==> src/rtl/sr_write_verify_seq.sv <==
// Write-twice/verify sequencer for the SR chain engine: program, read back, retry, time out, report.
// Optional SR_SEQ_MISMATCH_COUNT_EN adds a registered popcount of the last compare (mismatch_bits).
module sr_write_verify_seq #(
    parameter int WIDTH       = 170,
    parameter int TO_WIDTH    = 16,
    parameter int RETRY_WIDTH = 4,
    localparam int MB_W       = $clog2(WIDTH + 1)
) (
    input  logic                   clk,
    input  logic                   rst,
    input  logic                   cfg_start,
    input  logic [WIDTH-1:0]       cfg_data,
    input  logic [RETRY_WIDTH-1:0] max_retry,
    input  logic [TO_WIDTH-1:0]    timeout,
    output logic                   sr_start,
    output logic [WIDTH-1:0]       sr_din,
    input  logic                   sr_done,
    input  logic [WIDTH-1:0]       sr_dout,
    output logic                   busy,
    output logic                   done,
    output logic                   ok,
    output logic [1:0]             err_code,
    output logic [RETRY_WIDTH-1:0] attempts
`ifdef SR_SEQ_MISMATCH_COUNT_EN
    ,
    output logic [MB_W-1:0]        mismatch_bits
`endif
);

    typedef enum logic [2:0] {
        IDLE, P1_GO, P1_WAIT, P2_GO, P2_WAIT, CHECK, FINISH
    } state_t;

    localparam logic [1:0] ERR_NONE     = 2'd0;
    localparam logic [1:0] ERR_MISMATCH = 2'd1;
    localparam logic [1:0] ERR_TIMEOUT  = 2'd2;

    state_t                 state_q, state_d;
    logic [WIDTH-1:0]       word_q, word_d;
    logic [WIDTH-1:0]       cap_q, cap_d;
    logic [RETRY_WIDTH-1:0] max_retry_q, max_retry_d;
    logic [RETRY_WIDTH-1:0] attempts_q, attempts_d;
    logic [TO_WIDTH-1:0]    timeout_q, timeout_d;
    logic [TO_WIDTH-1:0]    cnt_q, cnt_d;
    logic                   sr_start_q, sr_start_d;
    logic                   busy_q, busy_d;
    logic                   done_q, done_d;
    logic                   ok_q, ok_d;
    logic [1:0]             err_q, err_d;

    logic                   expired;
    logic                   retry_ok;
    logic                   chk_go;
    logic                   chk_match;
    logic [TO_WIDTH-1:0]    cnt_sat;

    // The count is the number of WAIT cycles already spent; expiry fires on the cycle that reaches timeout.
    assign expired  = (timeout_q != '0) &&
                      (({1'b0, cnt_q} + (TO_WIDTH + 1)'(1)) >= {1'b0, timeout_q});
    assign cnt_sat  = (&cnt_q) ? cnt_q : cnt_q + TO_WIDTH'(1);
    assign retry_ok = (attempts_q <= max_retry_q) && !(&attempts_q);

`ifdef SR_SEQ_MISMATCH_COUNT_EN
    logic [MB_W-1:0] mism_q, mism_d;
    logic            chk2_q, chk2_d;

    function automatic logic [MB_W-1:0] popcount(input logic [WIDTH-1:0] v);
        logic [MB_W-1:0] s;
        s = '0;
        for (int i = 0; i < WIDTH; i++) s = s + MB_W'(v[i]);
        return s;
    endfunction

    // First CHECK cycle registers the popcount, second one decides on it.
    assign chk_go    = chk2_q;
    assign chk_match = (mism_q == '0);
    assign mismatch_bits = mism_q;
`else
    assign chk_go    = 1'b1;
    assign chk_match = (cap_q == word_q);
`endif

    always_comb begin
        state_d     = state_q;
        word_d      = word_q;
        cap_d       = cap_q;
        max_retry_d = max_retry_q;
        attempts_d  = attempts_q;
        timeout_d   = timeout_q;
        cnt_d       = cnt_q;
        busy_d      = busy_q;
        ok_d        = ok_q;
        err_d       = err_q;
        sr_start_d  = 1'b0;
        done_d      = 1'b0;
`ifdef SR_SEQ_MISMATCH_COUNT_EN
        mism_d      = mism_q;
        chk2_d      = chk2_q;
`endif
        case (state_q)
            IDLE: begin
                if (cfg_start) begin
                    word_d      = cfg_data;
                    max_retry_d = max_retry;
                    timeout_d   = timeout;
                    attempts_d  = RETRY_WIDTH'(1);
                    ok_d        = 1'b0;
                    err_d       = ERR_NONE;
                    busy_d      = 1'b1;
                    sr_start_d  = 1'b1;
                    state_d     = P1_GO;
                end
            end
            P1_GO: begin
                cnt_d   = '0;
                state_d = P1_WAIT;
            end
            P2_GO: begin
                cnt_d   = '0;
                state_d = P2_WAIT;
            end
            P1_WAIT, P2_WAIT: begin
                cnt_d = cnt_sat;
                if (sr_done) begin
                    if (state_q == P1_WAIT) begin
                        sr_start_d = 1'b1;
                        state_d    = P2_GO;
                    end else begin
                        cap_d   = sr_dout;
                        state_d = CHECK;
                    end
                end else if (expired) begin
                    err_d   = ERR_TIMEOUT;
                    done_d  = 1'b1;
                    state_d = FINISH;
                end
            end
            CHECK: begin
`ifdef SR_SEQ_MISMATCH_COUNT_EN
                chk2_d = !chk2_q;
                if (!chk2_q) mism_d = popcount(cap_q ^ word_q);
`endif
                if (chk_go) begin
                    if (chk_match) begin
                        ok_d    = 1'b1;
                        done_d  = 1'b1;
                        state_d = FINISH;
                    end else if (retry_ok) begin
                        // Chain already holds the word, so only the verify pass is repeated.
                        attempts_d = attempts_q + RETRY_WIDTH'(1);
                        sr_start_d = 1'b1;
                        state_d    = P2_GO;
                    end else begin
                        err_d   = ERR_MISMATCH;
                        done_d  = 1'b1;
                        state_d = FINISH;
                    end
                end
            end
            FINISH: begin
                busy_d  = 1'b0;
                state_d = IDLE;
            end
            default: state_d = IDLE;
        endcase
    end

    always_ff @(posedge clk or negedge rst) begin
        if (!rst) begin
            state_q     <= IDLE;
            word_q      <= '0;
            cap_q       <= '0;
            max_retry_q <= '0;
            attempts_q  <= '0;
            timeout_q   <= '0;
            cnt_q       <= '0;
            sr_start_q  <= 1'b0;
            busy_q      <= 1'b0;
            done_q      <= 1'b0;
            ok_q        <= 1'b0;
            err_q       <= ERR_NONE;
`ifdef SR_SEQ_MISMATCH_COUNT_EN
            mism_q      <= '0;
            chk2_q      <= 1'b0;
`endif
        end else begin
            state_q     <= state_d;
            word_q      <= word_d;
            cap_q       <= cap_d;
            max_retry_q <= max_retry_d;
            attempts_q  <= attempts_d;
            timeout_q   <= timeout_d;
            cnt_q       <= cnt_d;
            sr_start_q  <= sr_start_d;
            busy_q      <= busy_d;
            done_q      <= done_d;
            ok_q        <= ok_d;
            err_q       <= err_d;
`ifdef SR_SEQ_MISMATCH_COUNT_EN
            mism_q      <= mism_d;
            chk2_q      <= chk2_d;
`endif
        end
    end

    assign sr_start = sr_start_q;
    assign sr_din   = word_q;
    assign busy     = busy_q;
    assign done     = done_q;
    assign ok       = ok_q;
    assign err_code = err_q;
    assign attempts = attempts_q;

endmodule

==> config.mk <==
export PLATFORM = sky130hd
export DESIGN_NAME = sr_write_verify_seq
export DESIGN_NICKNAME = d
export VERILOG_FILES = /design/src/rtl/sr_write_verify_seq.sv
export SDC_FILE = /design/constraint.sdc
export NUM_CORES = 1
export LEC_CHECK = 0
export ABC_CLOCK_PERIOD_IN_PS = 3200
export CAP_MARGIN = 15
export CORE_AREA = 2 2 212 214
export CTS_CLUSTER_SIZE = 40
export DETAILED_ROUTE_END_ITERATION = 6
export DIE_AREA = 0 0 214 216
export PLACE_DENSITY = 0.69
export REMOVE_ABC_BUFFERS = 1
export SLEW_MARGIN = 20
export SYNTH_ARGS = -nofsm -noshare
export SYNTH_HDL_FRONTEND = slang
export SYNTH_SLANG_ARGS = --single-unit
==> constraint.sdc <==
create_clock -name clk -period 3.2 [get_ports clk]
set_input_delay 0.32 -clock clk [delete_from_list [all_inputs] [get_ports clk]]
set_output_delay 0.32 -clock clk [all_outputs]
set_load 0.01 [all_outputs]
# Word level (Yosys, flattened, before mapping)
# Index checks and enable logic that the tools add are counted.
word_totals:
  output_inout_bits: 180
  in_bits: 364
  register_bits: 389
classes:
  muxes: 35
  n_addsub: 3
  order_cmp: 2
  n_bitwise: 1
  n_reduce_logical: 21
  eq_ne: 16
ops:
  columns: ["op", "n"]
  rows:
  - ["$eq A170 B170 Y1", 1]
  - ["$pmux W16 S2", 1]
  - ["$mux W3", 6]
  - ["$add A16 B1 Y17 const B", 1]
  - ["$ge A17 B16 Y1", 1]
  - ["$add A16 B1 Y16 const B", 1]
  - ["$mux W16", 1]
  - ["$ne A2 B2 Y1 const B", 8]
  - ["$reduce_and A16 Y1", 1]
  - ["$reduce_bool A16 Y1", 1]
  - ["$pmux W3 S5", 1]
  - ["$mux W1", 12]
  - ["$mux W4", 3]
  - ["$mux W2", 5]
  - ["$eq A3 B3 Y1 const B", 3]
  - ["$pmux W4 S2", 1]
  - ["$reduce_and A2 Y1", 4]
  - ["$reduce_and A4 Y1", 2]
  - ["$eq A3 B2 Y1 const B", 2]
  - ["$pmux W1 S2", 3]
  - ["$pmux W2 S3", 1]
  - ["$reduce_and A3 Y1", 2]
  - ["$reduce_and A6 Y1", 1]
  - ["$reduce_bool A2 Y1", 3]
  - ["other kinds (11)", 13]

# Depth between registers and ports, before layout
# Gate-level depths: netlist of the first run.
logic_depth:
  ltp_word: 6
  mapped_depth: 13
  depth_no_buf: 13

# Worst setup path before layout of the first run
# Ideal clock, no wire load.
synth_timing:
  path_type: "register to register"
  startpoint: "register cnt_q[2]"
  endpoint: "register err_q[0], in the netlist err_code[0]"
  setup_time_ps: 120
  path_stages_with_launch: 14
  t_required_ps: 3080
  n_path_buf: 0
  t_arrival_ps: 2788
  path_slack_ps: 292
  period_less_slack_ps: 2908
  path_cell_list: "dfrtp_1 and3_1 nand3_1 nor3_1 nand3_1 xnor2_1 ha_1 a21o_1 a21oi_1 o21a_4 o211a_4 a2111oi_4 nand2_2 a31o_1"
synth_via:
  elab_chain_len: 5
synth_rtl:
  columns: ["element", "line_no", "rtl"]
  rows:
  - ["from (decl)", "44", "logic [TO_WIDTH-1:0] cnt_q, cnt_d;"]
  - ["from (signal assigned)", "193", "cnt_q <= cnt_d;"]
  - ["$add A16 B1 Y17", "59", "(({1'b0, cnt_q} + (TO_WIDTH + 1)'(1)) >= {1'b0, timeout_q});"]
  - ["$ge A17 B16 Y1", "59", null]
  - ["$logic_and A1 B1 Y1", "58", "assign expired = (timeout_q != '0) &&"]
  - ["$ne A2 B2 Y1 (no source line)", null, null]
  - ["$reduce_and A6 Y1 (no source line)", null, null]
  - ["to (signal assigned)", "198", "err_q <= err_d;"]
  - ["to (decl)", "49", "logic [1:0] err_q, err_d;"]
# Every way passes these cells.
# A chain may end at the register's enable or synchronous reset.

# Worst setup path in the final report of the first run
# Same ends and word-level chain as after synthesis.

==> results of run 1 <==
-- flip-flops by register name, indices dropped and copies added, names as in the netlist --
| name | cells |
|---|---|
| timeout_q | 16 |
| cap_q | 170 |
| sr_start | 1 |
| sr_din | 170 |
| state_q | 3 |
| done | 1 |
| err_code | 2 |
| max_retry_q | 4 |
| attempts | 4 |
| ok | 1 |
| busy | 1 |
| cnt_q | 16 |
-- critical path, cell delays in order (launching register included) --
cell and delay (ns):
dfrtp_1 0.46, and3_1 0.22, nand3_1 0.14, nor3_1 0.23
buf_4 0.17, nand3_1 0.13, xnor2_1 0.17, ha_1 0.16
a21o_1 0.11, a21oi_1 0.08, o21a_4 0.14, o211a_4 0.15
a2111oi_4 0.25, buf_4 0.19, nand2_2 0.06, a31o_1 0.21
-- placed cells by master (no fill, tap or decap), drive strengths merged, types with 2 or more instances in the layout --
cell type / count
nand2b: 10
nor2: 15
nand3: 22
clkinv: 5
and3: 5
diode: 7
dfrtp: 389
a2111oi: 2
nor2b: 7
mux2i: 2
or3: 2
clkbuf: 62
mux2: 173
ha: 22
nand2: 560
a21o: 2
o21ai: 41
nand4: 17
and2: 8
clkdlybuf4s50: 542
xnor2: 32
buf: 35
bufinv: 3
o31ai: 3
a31oi: 3
nor4: 43
inv: 27
o22ai: 4
xor2: 147
a21oi: 13
nor3: 4
o211ai: 3
-- worst max-delay path by stage --
stage                          end  slack (ns)  depth (start not counted)
detailed placement     err_code[0]        0.09                         13
global placement       err_code[0]        0.15                         13
global route            state_q[2]       0.008                         15
floorplan           max_retry_q[1]       -8.51                          3
finish                 err_code[0]        0.20                         15
CTS                    err_code[0]        0.05                         13
-- through the flow --
| step | setup slack, ns | instances | power [W] |
|---|---|---|---|
| after global routing | 0.00822 | 2819 | 0.0248 |
| after CTS | 0.0496 | 2813 | 0.0235 |
| final | 0.198 | 2821 | 0.0233 |
| after global placement | 0.152 | 2742 | 0.0182 |
| after detailed placement | 0.0855 | 2742 | 0.0185 |
| after floorplan | -8.51 | 1574 | 0.0140 |
-- power groups by stage --
| stage | Sequential (W) | Combinational (W) | Clock (W) |
|---|---|---|---|
| after floorplan | 0.00927 | 0.00470 | 0 |
| after global routing | 0.00955 | 0.0100 | 0.00523 |
| final | 0.00925 | 0.00911 | 0.00493 |
| after CTS | 0.00926 | 0.00925 | 0.00503 |
| after global placement | 0.00921 | 0.00901 | 0 |
| after detailed placement | 0.00930 | 0.00918 | 0 |
-- timing repair --
item,CTS,global route
resized for setup,0,3
setup endpoints to repair,0,5
buffers inserted,0,1
hold buffers,1,0
endpoints found under the hold margin,81,0
-- final cells by class --
type,instances,area [um^2],share of cell area (%)
Multi-Input combinational cell,1158,7310,29.1
Inverter,27,101,0.404
Clock inverter,8,130,0.518
Clock buffer,62,1260,5.02
Sequential cell,389,9740,38.8
Timing Repair Buffer,578,5810,23.1
Antenna cell,7,17.5,0.0698
Tap cell,592,741,2.95
-- metal layers --
| layer | wire length [um] | vias up | track usage [%] |
|---|---|---|---|
| met2 | 26000 | 386 | 38.8 |
| met1 | 21500 | 6715 | 27.2 |
| met4 | 1150 | 4 | 6.36 |
| met5 | 23 | - | 0 |
| met3 | 3730 | 72 | 6.81 |
| li1 | - | 6521 | - |
-- logic make-up after synthesis --
| group | Yosys count |
|---|---|
| AND/OR/NAND/NOR | 698 |
| multiplexers | 175 |
| XOR/XNOR | 179 |
| buffers and inverters | 96 |
| adder cells (fa/ha/maj) | 22 |
| flip-flops | 389 |
| AO/OA/AOI/OAI | 84 |
==> flow_summary.json, run 1 <==
{
  "fp.coreArea_um2": 43800,
  "rrSetupSlack_ns": 0.20,
  "root_buffer": "clkbuf_16",
  "switching_share_pct": 35.3,
  "setup-tns-final_ns": 0,
  "grt_pass1_wl_mm": 82.0,
  "layout.nets": 2584,
  "finalSetupViolations": 0,
  "synth_cell_type_count": 56,
  "synth_flop_cell": "dfrtp_1",
  "netlist.area_leader.share_pct": 56.0,
  "wl_per_cell_um": 18.6,
  "yosys_register_bits": 389,
  "cts_tree": "done",
  "layout_min_cycle_time_ns": 3.00,
  "power_switching_w": 0.00822,
  "tightest_slew_ns": 0.748,
  "placedInstanceArea_um2": 23700,
  "final_area_um2": 25100,
  "drc": 0,
  "cp.required_ns": 3.64,
  "yosys.area_share.simple_pct": 16.8,
  "viasPerCell": 4.86,
  "port_buffers": 543,
  "rsz0062_at_grt": "no",
  "run_status": "finished, final reports clean",
  "synth_area_um2": 17400,
  "clkPwrFrac_pct": 21.2,
  "synth.area.top_cells": "dfrtp_1, nand2_1, mux2_2",
  "ir_worst_vdd_mv": 0.505,
  "ant_nets": 0,
  "drv_slew": 0,
  "nFillCells": 3761,
  "synth_top_family_by_area": "simple AND/OR/NAND/NOR gates",
  "seq_power_share_pct": 39.7,
  "worstSetupPathType": "reg2reg",
  "gp_congestion": 0.874,
  "antenna_found_initial": 9,
  "drt_iter0_drc": 898,
  "yosysWarnings": 0,
  "clkTransAtPathRegs_ns": 0.06,
  "holdCritPathClass": "in2reg",
  "vias": 13698,
  "hold_viol_final": 0,
  "grtUsageTotal_pct": 22.5,
  "grt_pass1_vias": 14726,
  "p_int_w": 0.0151,
  "yosysMostFrequentCell": "nand2_1",
  "rows": 77,
  "dieWidth_um": 214,
  "synth_edf_count": 0,
  "clockBufferDepth": 3,
  "pwr-share-comb_pct": 39.1,
  "hold_end": "sr_din[165]",
  "final_core_util_pct": 57.3,
  "num_io_pins": 544,
  "max_freq_mhz": 333,
  "final.setup_skew_ns": 0.0188,
  "p_per_area_nw_per_um2": 928,
  "yosysSeqAreaShare_pct": 56.0,
  "firstDrtPassIters": 5,
  "synthMuxAreaShare_pct": 11.3,
  "overflow": 0,
  "drive_gt1_share_pct": 12.7,
  "synth_compound_area_share_pct": 3.15,
  "holdPathStages": 3,
  "worstSetupStartpoint": "cnt_q[2]",
  "r2r_cells": 15,
  "wl_mm": 52.4,
  "crit_path_end_kind": "register",
  "clock_latency_ns": 0.56,
  "place_hpwl_mm": 39.5,
  "r2r_end": "err_code[0]",
  "cts_inserted_buffers": 44,
  "cts-htree-levels": 2,
  "avgSynthCellArea_um2": 10.6,
  "leakagePower_nw": 11.6,
  "die_height_um": 216,
  "die_area_um2": 46200,
  "yosys-top-cells-count": "nand2_1, dfrtp_1, mux2_2",
  "cts_num_sinks": 389,
  "yosys.area.top_type": "dfrtp_1",
  "start_kind": "register",
  "slew_headroom_pct": 50.2,
  "hold_start": "cfg_data[165]",
  "async_flop_share_pct": 100,
  "fin_crit_sh_pct": 93.8,
  "synthAdderAreaFrac_pct": 1.58,
  "hold_slack_ns": 0.281,
  "syn2layout_area_growth_pct": 44.3,
  "grt_max_degree": 100,
  "maxCapViolations": 0,
  "cp_max_fo": 7,
  "synth_cells": 1643,
  "initial_core_util_pct": 39.7,
  "timing.rr.start": "cnt_q[2]",
  "arrival_ns": 3.44,
  "synth-xor-area-share_pct": 9.02
}
Power figures use the tool's default switching activity.
==> inputs of run 2 (changes only) <==
==> constraint.sdc (replaced) <==
create_clock -name clk -period 3.2 [get_ports clk]
set_input_delay 0.8 -clock clk [delete_from_list [all_inputs] [get_ports clk]]
set_output_delay 0.8 -clock clk [all_outputs]
set_load 0.01 [all_outputs]
==> run 2 against run 1 <==
Register-to-register slack barely moved. Final area rose by 0.53%. Worst hold slack got worse by 0.034 ns.
==> flow_summary.json, run 2 (same netlist as run 1, synthesis figures left out) <==
{
  "run_status": "finished, final reports clean",
  "tightest_slew_ns": 0.764,
  "dp_slack_ns": 0.108,
  "cts_num_sinks": 389,
  "power_switching_w": 0.00825,
  "nFillCells": 3786,
  "p_int_w": 0.0151,
  "timing.critical_path.mode_cell": "nand2_1",
  "vias": 13772,
  "hold_viol_final": 0,
  "final.setup_skew_ns": 0.0151,
  "layout_min_cycle_time_ns": 3.00,
  "clkPwrFrac_pct": 20.9,
  "ir_worst_vdd_mv": 0.535,
  "max_freq_mhz": 333,
  "layout.nets": 2584,
  "overflow": 0,
  "clockBufferDepth": 3,
  "fp.coreArea_um2": 43800,
  "cts_tree": "done",
  "fin_crit_sh_pct": 93.9,
  "crit_path_end_kind": "register",
  "holdCritPathClass": "in2async",
  "cts-htree-levels": 2,
  "root_buffer": "clkbuf_16",
  "arrival_ns": 3.47,
  "final_common_cell": "nand2_1",
  "wl_mm": 52.1,
  "place_hpwl_mm": 39.6,
  "finalSetupViolations": 0,
  "ant_nets": 0,
  "initial_core_util_pct": 39.7,
  "fin_ws_ns": 0.195,
  "num_io_pins": 544,
  "max_stage_delay_ns": 0.41,
  "p_total_w": 0.0233,
  "die_height_um": 216,
  "firstDrtPassIters": 5,
  "path_cells": "ha_1, nand4_2, nor3_2, nand2_1, xnor2_1, ha_1, nand2_1, nor2_1, nand2_1, o211a_4, a2111oi_4, buf_4, nand3b_1, o211ai_1",
  "drt_iter0_drc": 840,
  "setup-tns-final_ns": 0,
  "cts_inserted_buffers": 44,
  "switching_share_pct": 35.4,
  "gp_congestion": 0.868,
  "drive_gt1_share_pct": 13.1,
  "cts_hold_buf": 0,
  "grtUsageTotal_pct": 22.5,
  "p_per_area_nw_per_um2": 924,
  "clkTransAtPathRegs_ns": 0.06,
  "cp.required_ns": 3.66,
  "worstSetupPathType": "reg2reg",
  "final_cell_mix": "nand2_1, clkdlybuf4s50_1, dfrtp_1",
  "hold_slack_ns": 0.246,
  "seq_power_share_pct": 39.7,
  "grt_pass1_vias": 14714,
  "port_buffers": 543,
  "grt_max_degree": 77,
  "cp_slowest_cell": "dfrtp_1",
  "rsz0062_at_grt": "no",
  "final_core_util_pct": 57.6,
  "maxCapViolations": 0,
  "cp_max_fo": 5,
  "drv_slew": 0,
  "viasPerCell": 4.87,
  "slew_headroom_pct": 49.0,
  "leakagePower_nw": 11.6,
  "rows": 77,
  "start_kind": "register",
  "dieWidth_um": 214,
  "syn2layout_area_growth_pct": 45.1,
  "grt_pass1_wl_mm": 81.8,
  "wl_per_cell_um": 18.4,
  "clock_latency_ns": 0.57,
  "die_area_um2": 46200,
  "pwr-share-comb_pct": 39.4,
  "antenna_found_initial": 8,
  "drc": 0
}
run 2: timing repair:
action	in CTS	in global routing
buffers inserted	0	1
hold endpoints to repair	0	0
endpoints found under the setup margin	0	5
resized for setup	0	6
run 2: per-layer routing:
| layer | share of wire, % | up-vias | global-route usage, % | routed length [um] |
|---|---|---|---|---|
| met5 | 0.044 | - | 0 | 23 |
| met4 | 2.9 | 4 | 7.72 | 1520 |
| met3 | 7.2 | 90 | 6.12 | 3730 |
| met2 | 49 | 437 | 38.2 | 25600 |
| met1 | 41 | 6720 | 27.7 | 21200 |
| li1 | - | 6521 | - | - |
run 2: worst max-delay path, delay by kind of cell, from the launching register on:
family | cells | cell delay, ns
flops | 1 | 0.41
compound gates | 3 | 0.74
buf+inv | 1 | 0.18
xor+xnor | 1 | 0.15
simple gates | 7 | 0.90
fa+ha+maj | 2 | 0.52
run 2: cell type report:
type	count	area, um^2	share of cell area [%]
sequential	389	9740	38.6
multi-input combinational	1158	7310	29.0
timing repair buffer	578	5930	23.5
clock buffer	65	1290	5.12
tap	592	741	2.94
clock inverter	13	106	0.422
inverter	27	101	0.402
antenna	5	12.5	0.0496
run 2: final timing paths:
| kind | start | end | slack (ns) | cells past startpoint |
|---|---|---|---|---|
| setup / recovery | cnt_q[1] | done | 0.20 | 14 |
| hold / removal | rst | attempts[0] | 0.25 | 1 |
| setup reg to reg | cnt_q[1] | done | 0.20 | 14 |
| hold reg to reg | max_retry_q[0] | max_retry_q[0] | 0.49 | 2 |
| max in group asynchronous | rst | sr_din[42] | 2.03 | 2 |
| min in group clk | max_retry_q[0] | max_retry_q[0] | 0.49 | 2 |
run 2: power groups by stage:
stage	registers (W)	clock network, W	logic (W)
after floorplan	0.00927	0	0.00470
after global placement	0.00925	0	0.00905
after detailed placement	0.00933	0	0.00926
after CTS	0.00928	0.00500	0.00932
after global routing	0.00959	0.00520	0.0101
final	0.00926	0.00487	0.00919
run 2: through the flow:
stage	std cells	area [um^2]
global route	2826	25200
global placement	2743	23800
finish	2827	25200
floorplan	1574	17100
detailed placement	2743	23800
CTS	2821	25200
